<file path="src/rtl/ovr_i_monitor_pkg.sv">
// -----------------------------------------------------------------------------
// ovr_i_monitor_pkg
// Shared types and constants for the per-channel over-current supervisor.
//   ovr_state_t   : supervisor state (NORMAL / TRIPPED)
//   OVR_CNT_W     : width of the consecutive offending-period counter
//   FILT_CNT_W    : width of the glitch-filter counter (holds up to 4)
//   OVR_LIMIT_DEF : default number of offending periods that trip shutdown
//   FILT_LEN_DEF  : default number of unblanked clocks that qualify an event
// -----------------------------------------------------------------------------
package ovr_i_monitor_pkg;

    typedef enum logic {
        NORMAL  = 1'b0,
        TRIPPED = 1'b1
    } ovr_state_t;

    localparam int OVR_CNT_W     = 4;
    localparam int FILT_CNT_W    = 3;
    localparam int OVR_LIMIT_DEF = 4;
    localparam int FILT_LEN_DEF  = 2;

endpackage

</file>
<file path="src/rtl/ovr_i_monitor_if.sv">
// -----------------------------------------------------------------------------
// ovr_i_monitor_if
// Bundles the PWM-side inputs and supervisor outputs of one motor channel.
//   OVR_I       : raw comparator flag (asynchronous to clk)
//   ovr_I_blank : blanking window, events ignored while high
//   PWM_synch   : one-cycle pulse at each PWM period boundary
//   clr_shutdn  : synchronous clear of trip and history
//   ovr_evt     : one-cycle pulse per newly qualified event
//   ovr_cnt     : consecutive offending-period count
//   ovr_shutdn  : latched shutdown request
// master = PWM generator / controller side, slave = supervisor side.
// -----------------------------------------------------------------------------
interface ovr_i_monitor_if;
    import ovr_i_monitor_pkg::*;

    logic                 OVR_I;
    logic                 ovr_I_blank;
    logic                 PWM_synch;
    logic                 clr_shutdn;
    logic                 ovr_evt;
    logic [OVR_CNT_W-1:0] ovr_cnt;
    logic                 ovr_shutdn;

    modport master (
        output OVR_I, ovr_I_blank, PWM_synch, clr_shutdn,
        input  ovr_evt, ovr_cnt, ovr_shutdn
    );

    modport slave (
        input  OVR_I, ovr_I_blank, PWM_synch, clr_shutdn,
        output ovr_evt, ovr_cnt, ovr_shutdn
    );

endinterface

</file>
<file path="src/rtl/ovr_i_monitor_sync2.sv">
// -----------------------------------------------------------------------------
// ovr_i_monitor_sync2
// Generic two-flop synchroniser for a single asynchronous level.
//   clk : destination clock
//   rst : asynchronous active-high reset, clears both flops
//   i_d : asynchronous input, feeds the first flop directly
//   o_q : synchronised output, two clocks after i_d
// -----------------------------------------------------------------------------
module ovr_i_monitor_sync2 (
    input  logic clk,
    input  logic rst,
    input  logic i_d,
    output logic o_q
);

    logic r_meta;
    logic r_sync;

    // two-stage capture; nothing combinational ahead of r_meta
    always_ff @(posedge clk or posedge rst) begin
        if (rst) begin
            r_meta <= 1'b0;
            r_sync <= 1'b0;
        end else begin
            r_meta <= i_d;
            r_sync <= r_meta;
        end
    end

    assign o_q = r_sync;

endmodule

</file>
<file path="src/rtl/ovr_i_monitor.sv">
// -----------------------------------------------------------------------------
// ovr_i_monitor
// Over-current supervisor for one motor channel. Synchronises the comparator
// flag, rejects glitches and blanked samples, counts consecutive PWM periods
// that contain a qualified event and latches a shutdown request once the count
// reaches OVR_LIMIT. The request holds until clr_shutdn or rst.
//   clk : system clock
//   rst : asynchronous active-high reset
//   bus : ovr_i_monitor_if.slave (OVR_I, ovr_I_blank, PWM_synch, clr_shutdn
//         in; ovr_evt, ovr_cnt, ovr_shutdn out)
// Parameters: OVR_LIMIT (1..15), FILT_LEN (1..4).
// -----------------------------------------------------------------------------
module ovr_i_monitor
    import ovr_i_monitor_pkg::*;
#(
    parameter int OVR_LIMIT = OVR_LIMIT_DEF,
    parameter int FILT_LEN  = FILT_LEN_DEF
) (
    input  logic           clk,
    input  logic           rst,
    ovr_i_monitor_if.slave bus
);

    localparam logic [FILT_CNT_W-1:0] FILT_MAX = FILT_CNT_W'(FILT_LEN);
    localparam logic [OVR_CNT_W-1:0]  CNT_MAX  = OVR_CNT_W'(OVR_LIMIT);
    localparam logic [OVR_CNT_W-1:0]  CNT_PRE  = OVR_CNT_W'(OVR_LIMIT - 1);

    // the count is held in OVR_CNT_W bits, so the limit must fit there
    if ((OVR_LIMIT < 1) || (OVR_LIMIT > 15)) begin : g_bad_limit
        $error("ovr_i_monitor: OVR_LIMIT must be within 1..15");
    end
    if ((FILT_LEN < 1) || (FILT_LEN > 4)) begin : g_bad_filt
        $error("ovr_i_monitor: FILT_LEN must be within 1..4");
    end

    logic                  w_ovr_s;
    logic                  w_unbl;
    logic                  w_filt_full;
    logic                  w_qual;

    logic [FILT_CNT_W-1:0] r_filt_cnt;
    logic                  r_filt_full_d;
    logic                  r_ovr_evt;
    logic                  r_period_flag;
    logic [OVR_CNT_W-1:0]  r_ovr_cnt;
    logic                  r_ovr_shutdn;
    ovr_state_t            r_state;

    ovr_i_monitor_sync2 u_sync2 (
        .clk (clk),
        .rst (rst),
        .i_d (bus.OVR_I),
        .o_q (w_ovr_s)
    );

    assign w_unbl      = w_ovr_s & ~bus.ovr_I_blank;
    assign w_filt_full = (r_filt_cnt == FILT_MAX);
    // qualify only in the first cycle the filter sits at FILT_LEN, so one
    // contiguous unblanked run yields exactly one event
    assign w_qual      = w_filt_full & ~r_filt_full_d;

    // glitch filter and event pulse; a clear wipes the filter and drops a
    // coincident event
    always_ff @(posedge clk or posedge rst) begin
        if (rst) begin
            r_filt_cnt    <= 3'd0;
            r_filt_full_d <= 1'b0;
            r_ovr_evt     <= 1'b0;
        end else if (bus.clr_shutdn) begin
            r_filt_cnt    <= 3'd0;
            r_filt_full_d <= 1'b0;
            r_ovr_evt     <= 1'b0;
        end else begin
            r_filt_full_d <= w_filt_full;
            r_ovr_evt     <= w_qual;
            if (!w_unbl) begin
                r_filt_cnt <= 3'd0;
            end else if (!w_filt_full) begin
                r_filt_cnt <= r_filt_cnt + 3'd1;
            end else begin
                r_filt_cnt <= r_filt_cnt;
            end
        end
    end

    // supervisor FSM with period flag, consecutive-period counter and
    // registered shutdown decode
    always_ff @(posedge clk or posedge rst) begin
        if (rst) begin
            r_state       <= NORMAL;
            r_period_flag <= 1'b0;
            r_ovr_cnt     <= 4'd0;
            r_ovr_shutdn  <= 1'b0;
        end else begin
            case (r_state)
                NORMAL: begin
                    if (bus.clr_shutdn) begin
                        // clear outranks a coincident boundary or event
                        r_period_flag <= 1'b0;
                        r_ovr_cnt     <= 4'd0;
                        r_ovr_shutdn  <= 1'b0;
                    end else if (bus.PWM_synch) begin
                        if (r_period_flag && (r_ovr_cnt == CNT_PRE)) begin
                            r_state       <= TRIPPED;
                            r_ovr_cnt     <= CNT_MAX;
                            r_period_flag <= 1'b0;
                            r_ovr_shutdn  <= 1'b1;
                        end else if (r_period_flag) begin
                            // boundary cycle's own event opens the new period
                            r_period_flag <= w_qual;
                            if (r_ovr_cnt < CNT_MAX) begin
                                r_ovr_cnt <= r_ovr_cnt + 4'd1;
                            end else begin
                                r_ovr_cnt <= CNT_MAX;
                            end
                        end else begin
                            // a clean period breaks the consecutive run
                            r_period_flag <= w_qual;
                            r_ovr_cnt     <= 4'd0;
                        end
                    end else begin
                        r_period_flag <= r_period_flag | w_qual;
                    end
                end
                TRIPPED: begin
                    r_period_flag <= 1'b0;
                    if (bus.clr_shutdn) begin
                        r_state      <= NORMAL;
                        r_ovr_cnt    <= 4'd0;
                        r_ovr_shutdn <= 1'b0;
                    end else begin
                        r_ovr_cnt    <= CNT_MAX;
                        r_ovr_shutdn <= 1'b1;
                    end
                end
                default: begin
                    r_state       <= NORMAL;
                    r_period_flag <= 1'b0;
                    r_ovr_cnt     <= 4'd0;
                    r_ovr_shutdn  <= 1'b0;
                end
            endcase
        end
    end

    assign bus.ovr_evt    = r_ovr_evt;
    assign bus.ovr_cnt    = r_ovr_cnt;
    assign bus.ovr_shutdn = r_ovr_shutdn;

endmodule

</file>
<file path="src/flat_wrapper.sv">
// flat-port wrapper written by rule: the top's interface ports become plain ports
module ovr_i_monitor_flat import ovr_i_monitor_pkg::*;
#(
    parameter int OVR_LIMIT = OVR_LIMIT_DEF,
    parameter int FILT_LEN  = FILT_LEN_DEF
)
  (clk, rst, bus_OVR_I, bus_ovr_I_blank, bus_PWM_synch, bus_clr_shutdn, bus_ovr_evt, bus_ovr_cnt, bus_ovr_shutdn);
  ovr_i_monitor_if bus_i ();
  input  logic clk;
  input  logic rst;
  input wire logic [$bits(bus_i.OVR_I)-1:0] bus_OVR_I;
  input wire logic [$bits(bus_i.ovr_I_blank)-1:0] bus_ovr_I_blank;
  input wire logic [$bits(bus_i.PWM_synch)-1:0] bus_PWM_synch;
  input wire logic [$bits(bus_i.clr_shutdn)-1:0] bus_clr_shutdn;
  output wire logic [$bits(bus_i.ovr_evt)-1:0] bus_ovr_evt;
  output wire logic [$bits(bus_i.ovr_cnt)-1:0] bus_ovr_cnt;
  output wire logic [$bits(bus_i.ovr_shutdn)-1:0] bus_ovr_shutdn;
  assign bus_i.OVR_I = bus_OVR_I;
  assign bus_i.ovr_I_blank = bus_ovr_I_blank;
  assign bus_i.PWM_synch = bus_PWM_synch;
  assign bus_i.clr_shutdn = bus_clr_shutdn;
  assign bus_ovr_evt = bus_i.ovr_evt;
  assign bus_ovr_cnt = bus_i.ovr_cnt;
  assign bus_ovr_shutdn = bus_i.ovr_shutdn;
  ovr_i_monitor #(.OVR_LIMIT(OVR_LIMIT), .FILT_LEN(FILT_LEN)) u_core (.clk(clk), .rst(rst), .bus(bus_i));
endmodule
</file>
<file path="config.mk">
export PLATFORM = sky130hd
export DESIGN_NAME = ovr_i_monitor_flat
export DESIGN_NICKNAME = d
export VERILOG_FILES = /design/src/rtl/ovr_i_monitor_pkg.sv /design/src/rtl/ovr_i_monitor_if.sv /design/src/rtl/ovr_i_monitor_sync2.sv /design/src/rtl/ovr_i_monitor.sv /design/src/flat_wrapper.sv
export SDC_FILE = /design/constraint.sdc
export NUM_CORES = 1
export LEC_CHECK = 0
export ABC_AREA = 1
export CAP_MARGIN = 20
export CORE_MARGIN = 3
export CORE_UTILIZATION = 44
export DETAILED_ROUTE_END_ITERATION = 6
export GPL_ROUTABILITY_DRIVEN = 0
export PLACE_DENSITY = 0.83
export REMOVE_ABC_BUFFERS = 1
export SLEW_MARGIN = 40
export SYNTH_ARGS = -nofsm -noshare
export SYNTH_HDL_FRONTEND = slang
export SYNTH_HIERARCHICAL = 1
export SYNTH_SLANG_ARGS = --single-unit
</file>
<file path="constraint.sdc">
create_clock -name clk -period 1.1 [get_ports clk]
set_input_delay 0.22 -clock clk [delete_from_list [all_inputs] [get_ports clk]]
set_output_delay 0.22 -clock clk [all_outputs]
set_load 0.02 [all_outputs]
</file>
==> impl_metrics.yaml <==
synthesis:
  synth_cells: 75
  synth_area_leader_cell: "dfrtp_1"
  syn_area_sq_um: 691.9
  ys_seq_elements: 14
  yosysTopAreaCellShare_pct: 50.63
  synthTopCellsByCount: "14 x dfrtp_1, 14 x nand2_1, 10 x nor2_1"
  synthFlopType: "dfrtp_1"
  synthAdderAreaFrac_pct: 5.425
  synth_simple_gate_area_share_pct: 26.58
  synth.area.mux_share_pct: 0
  synth-edff-count: 0
  ys_seq_area_share_pct: 50.63
  ys_warn_count: 6
  synth_top_cells_by_area: "dfrtp_1 51%, nand2_1 7.6%, ha_1 5.4%"
  synth_xor_area_share_pct: 1.266
  synth_cell_types: 17
  async_flop_share_pct: 100.0
  syn_area_per_cell_sq_um: 9.226
  synth_compound_gate_area_share_pct: 9.042
  synth_top_family_by_area: "simple AND/OR/NAND/NOR gates"
finish:
  stdcell_count: 117
  post-route-util_pct: 71.86
  antennaDiodeCount: 0
  drive_above_1_share_pct: 50.98
  nets: 113
  area_growth_pct: 43.58
worst_setup_path:
  r2r_slack_ns: 0.01
  rr_worst_depth: 8
  cp.arrival_ns: 0.87
  cp.depth: 1
  worstReg2RegStart: "u_core/bus.ovr_cnt[1]"
  crit_path_start_kind: "register"
  r2r_end: "u_core/bus.ovr_shutdn"
  cpLargestDelayFamily: "flip-flops"
  worstSetupPathType: "register to primary output"
  slowest_stage: "dfrtp_1"
  crit_fanout: 3
  critPathRequiredTime_ns: 0.88
  path_buf_inv: 1
  worstSetupEndpointType: "primary output"
  worstPathCellList: "buf_4"
  max_stage_delay_ns: 0.42
power_and_ir_drop:
  p_per_area_nw_per_um2: 923.1
  ir_worst_vdd_uv: 785.7
  p_leak_uw: 0.0005194
die:
  io_pins: 12
  die_area_sq_um: 2084
  num_rows: 13
  initial_core_util_pct: 50.05
  placeableCoreArea_sq_um: 1383
  die_w_um: 45.66
  die_y_um: 45.66
global_routing:
  grt_max_degree: 13
  grt-ovfl-total: 0
  grt_first_pass_wirelength_mm: 2.173
  grt_pass1_vias: 530
  antenna_found_initial: 0
  grt_usage_pct: 14.94
route:
  drtPass1Iterations: 2
  drc: 0
  vias: 549
  ant_nets: 0
  routed_wl_mm: 1.296
  wire_per_inst_um: 11.08
  viasPerCell: 4.692
  detailedRoute.firstIterationViolations: 5
clocking:
  cts_hold_buf: 0
  clockRootBuffer: "clkbuf_4"
  path_clk_slew_ns: 0.08
  cts_tree: "built"
  cts_htree_levels: 1
  ctsLongestPathBuffers: 2
  clock_latency_ns: 0.27
  clkSinkCount: 14
  cts_inserted_buffers: 3
status:
  outcome: "completed"
sta:
  tns_ns: 0
  final_hold_viol_count: 0
  rsz0062_at_grt: "yes"
  tightest_slew_ns: 0.2469
  period_needed_ns: 1.090
  fin_worst_skew_ns: 0.006795
  setup_violations: 0
  slew_headroom_pct: 83.49
  slew_violations: 0
  max_freq_mhz: 917.3
  fin_crit_sh_pct: 99.11
placed_design:
  portBuffers: 11
  dp_cells: 111
  hpwl_um: 922.1
job:
  maxCapViolCount: 0
min_path:
  worstHoldPathType: "input port to async pin"
==> how the worst max path moves through the flow <==
stage                     slack, ns             startpoint               endpoint
after detailed placement      -0.23         bus_clr_shutdn  u_core/bus.ovr_cnt[2]
final                          0.01  u_core/bus.ovr_cnt[1]         bus_ovr_cnt[1]
after floorplan               -0.07  u_core/bus.ovr_cnt[0]  u_core/bus.ovr_shutdn
after global routing          -0.06   u_core/r_filt_cnt[0]   u_core/r_period_flag
after global placement        -0.19         bus_clr_shutdn  u_core/bus.ovr_cnt[2]
after CTS                     -0.02  u_core/bus.ovr_cnt[0]  u_core/bus.ovr_shutdn
==> layer usage <==
layer	global-route usage [%]	share of wire (%)	routed length [um]
met3	4.743	4.3	56
met5	0	0	0
met4	7.018	0	0
met1	18.75	47	607
met2	23.12	49	633
==> cell usage in the layout, fill, tap and decap left out <==
| cell type | netlist | layout |
|---|---|---|
| nor2_4 | 2 | 3 |
| buf_4 | 0 | 13 |
| ha_2 | 0 | 1 |
| ha_4 | 0 | 1 |
| inv_1 | 7 | 7 |
| xnor2_1 | 1 | 1 |
| o21ai_2 | 3 | 2 |
| o21ai_1 | 0 | 1 |
| inv_4 | 0 | 1 |
| nand2_2 | 4 | 4 |
| nand3_2 | 0 | 1 |
| nor2_2 | 0 | 2 |
| o21ai_4 | 0 | 1 |
| clkbuf_4 | 0 | 3 |
| nand4_1 | 2 | 2 |
| or2_4 | 0 | 1 |
| nand2_4 | 2 | 5 |
| dfrtp_1 | 14 | 14 |
| buf_2 | 0 | 5 |
| nor2_1 | 10 | 7 |
| a21oi_2 | 3 | 3 |
| inv_2 | 5 | 5 |
| ha_1 | 3 | 1 |
| clkdlybuf4s50_1 | 0 | 5 |
| nand2_1 | 14 | 11 |
| buf_12 | 0 | 1 |
| o21ai_0 | 2 | 1 |
==> state kept, by name (all words and copies together) (netlist names) <==
name	cells
u_core/bus.ovr_cnt	4
u_core/r_filt_cnt	3
u_core/bus.ovr_evt	1
u_core/bus.ovr_shutdn	1
u_core/r_filt_full_d	1
u_core/r_period_flag	1
u_core/r_state	1
u_core/u_sync2/o_q	1
u_core/u_sync2/r_meta	1
==> stage by stage <==
step	area, sq um	hold slack [ns]	setup WS, ns	total power, uW
6_report	993.5	0.1185	0.009828	917.1
5_1_grt	993.5	0.09867	-0.05740	982.8
4_1_cts	912.1	0.1062	-0.01570	921.2
3_5_place_dp	908.4	0.3444	-0.2288	643.1
3_3_place_gp	908.4	0.3380	-0.1944	640.5
2_1_floorplan	691.9	-0.03882	-0.06607	588.8
==> layout make-up <==
class	count	area, sq um
multi-input cells	48	357.8
clock buffers	3	22.52
flip-flops and latches	14	350.3
fillers	111	389.1
inverters	13	51.30
repair buffers	24	192.7
well taps	15	18.77
==> cells by family after synthesis <==
logic type      count (synthesis)
fa+ha+maj                       3
buf+inv                        13
flops                          14
simple gates                   36
compound gates                  8
xor+xnor                        1
==> report_power, final <==
group | switching, uW | leakage (uW) | internal [uW]
registers | 4.13 | 0.000190 | 523
clock network | 148 | 0.0000138 | 127
logic | 62.7 | 0.000316 | 53.1
total | 215 | 0.000519 | 702
==> repair_timing <==
action                                 in CTS  in global routing
setup endpoints to repair                  10                  7
pin swaps                                   0                  7
buffers inserted                            1                  2
resized for setup                          26                 18
endpoints found under the hold margin       0                  0
No activity file was read; power rests on OpenSTA's default activity.
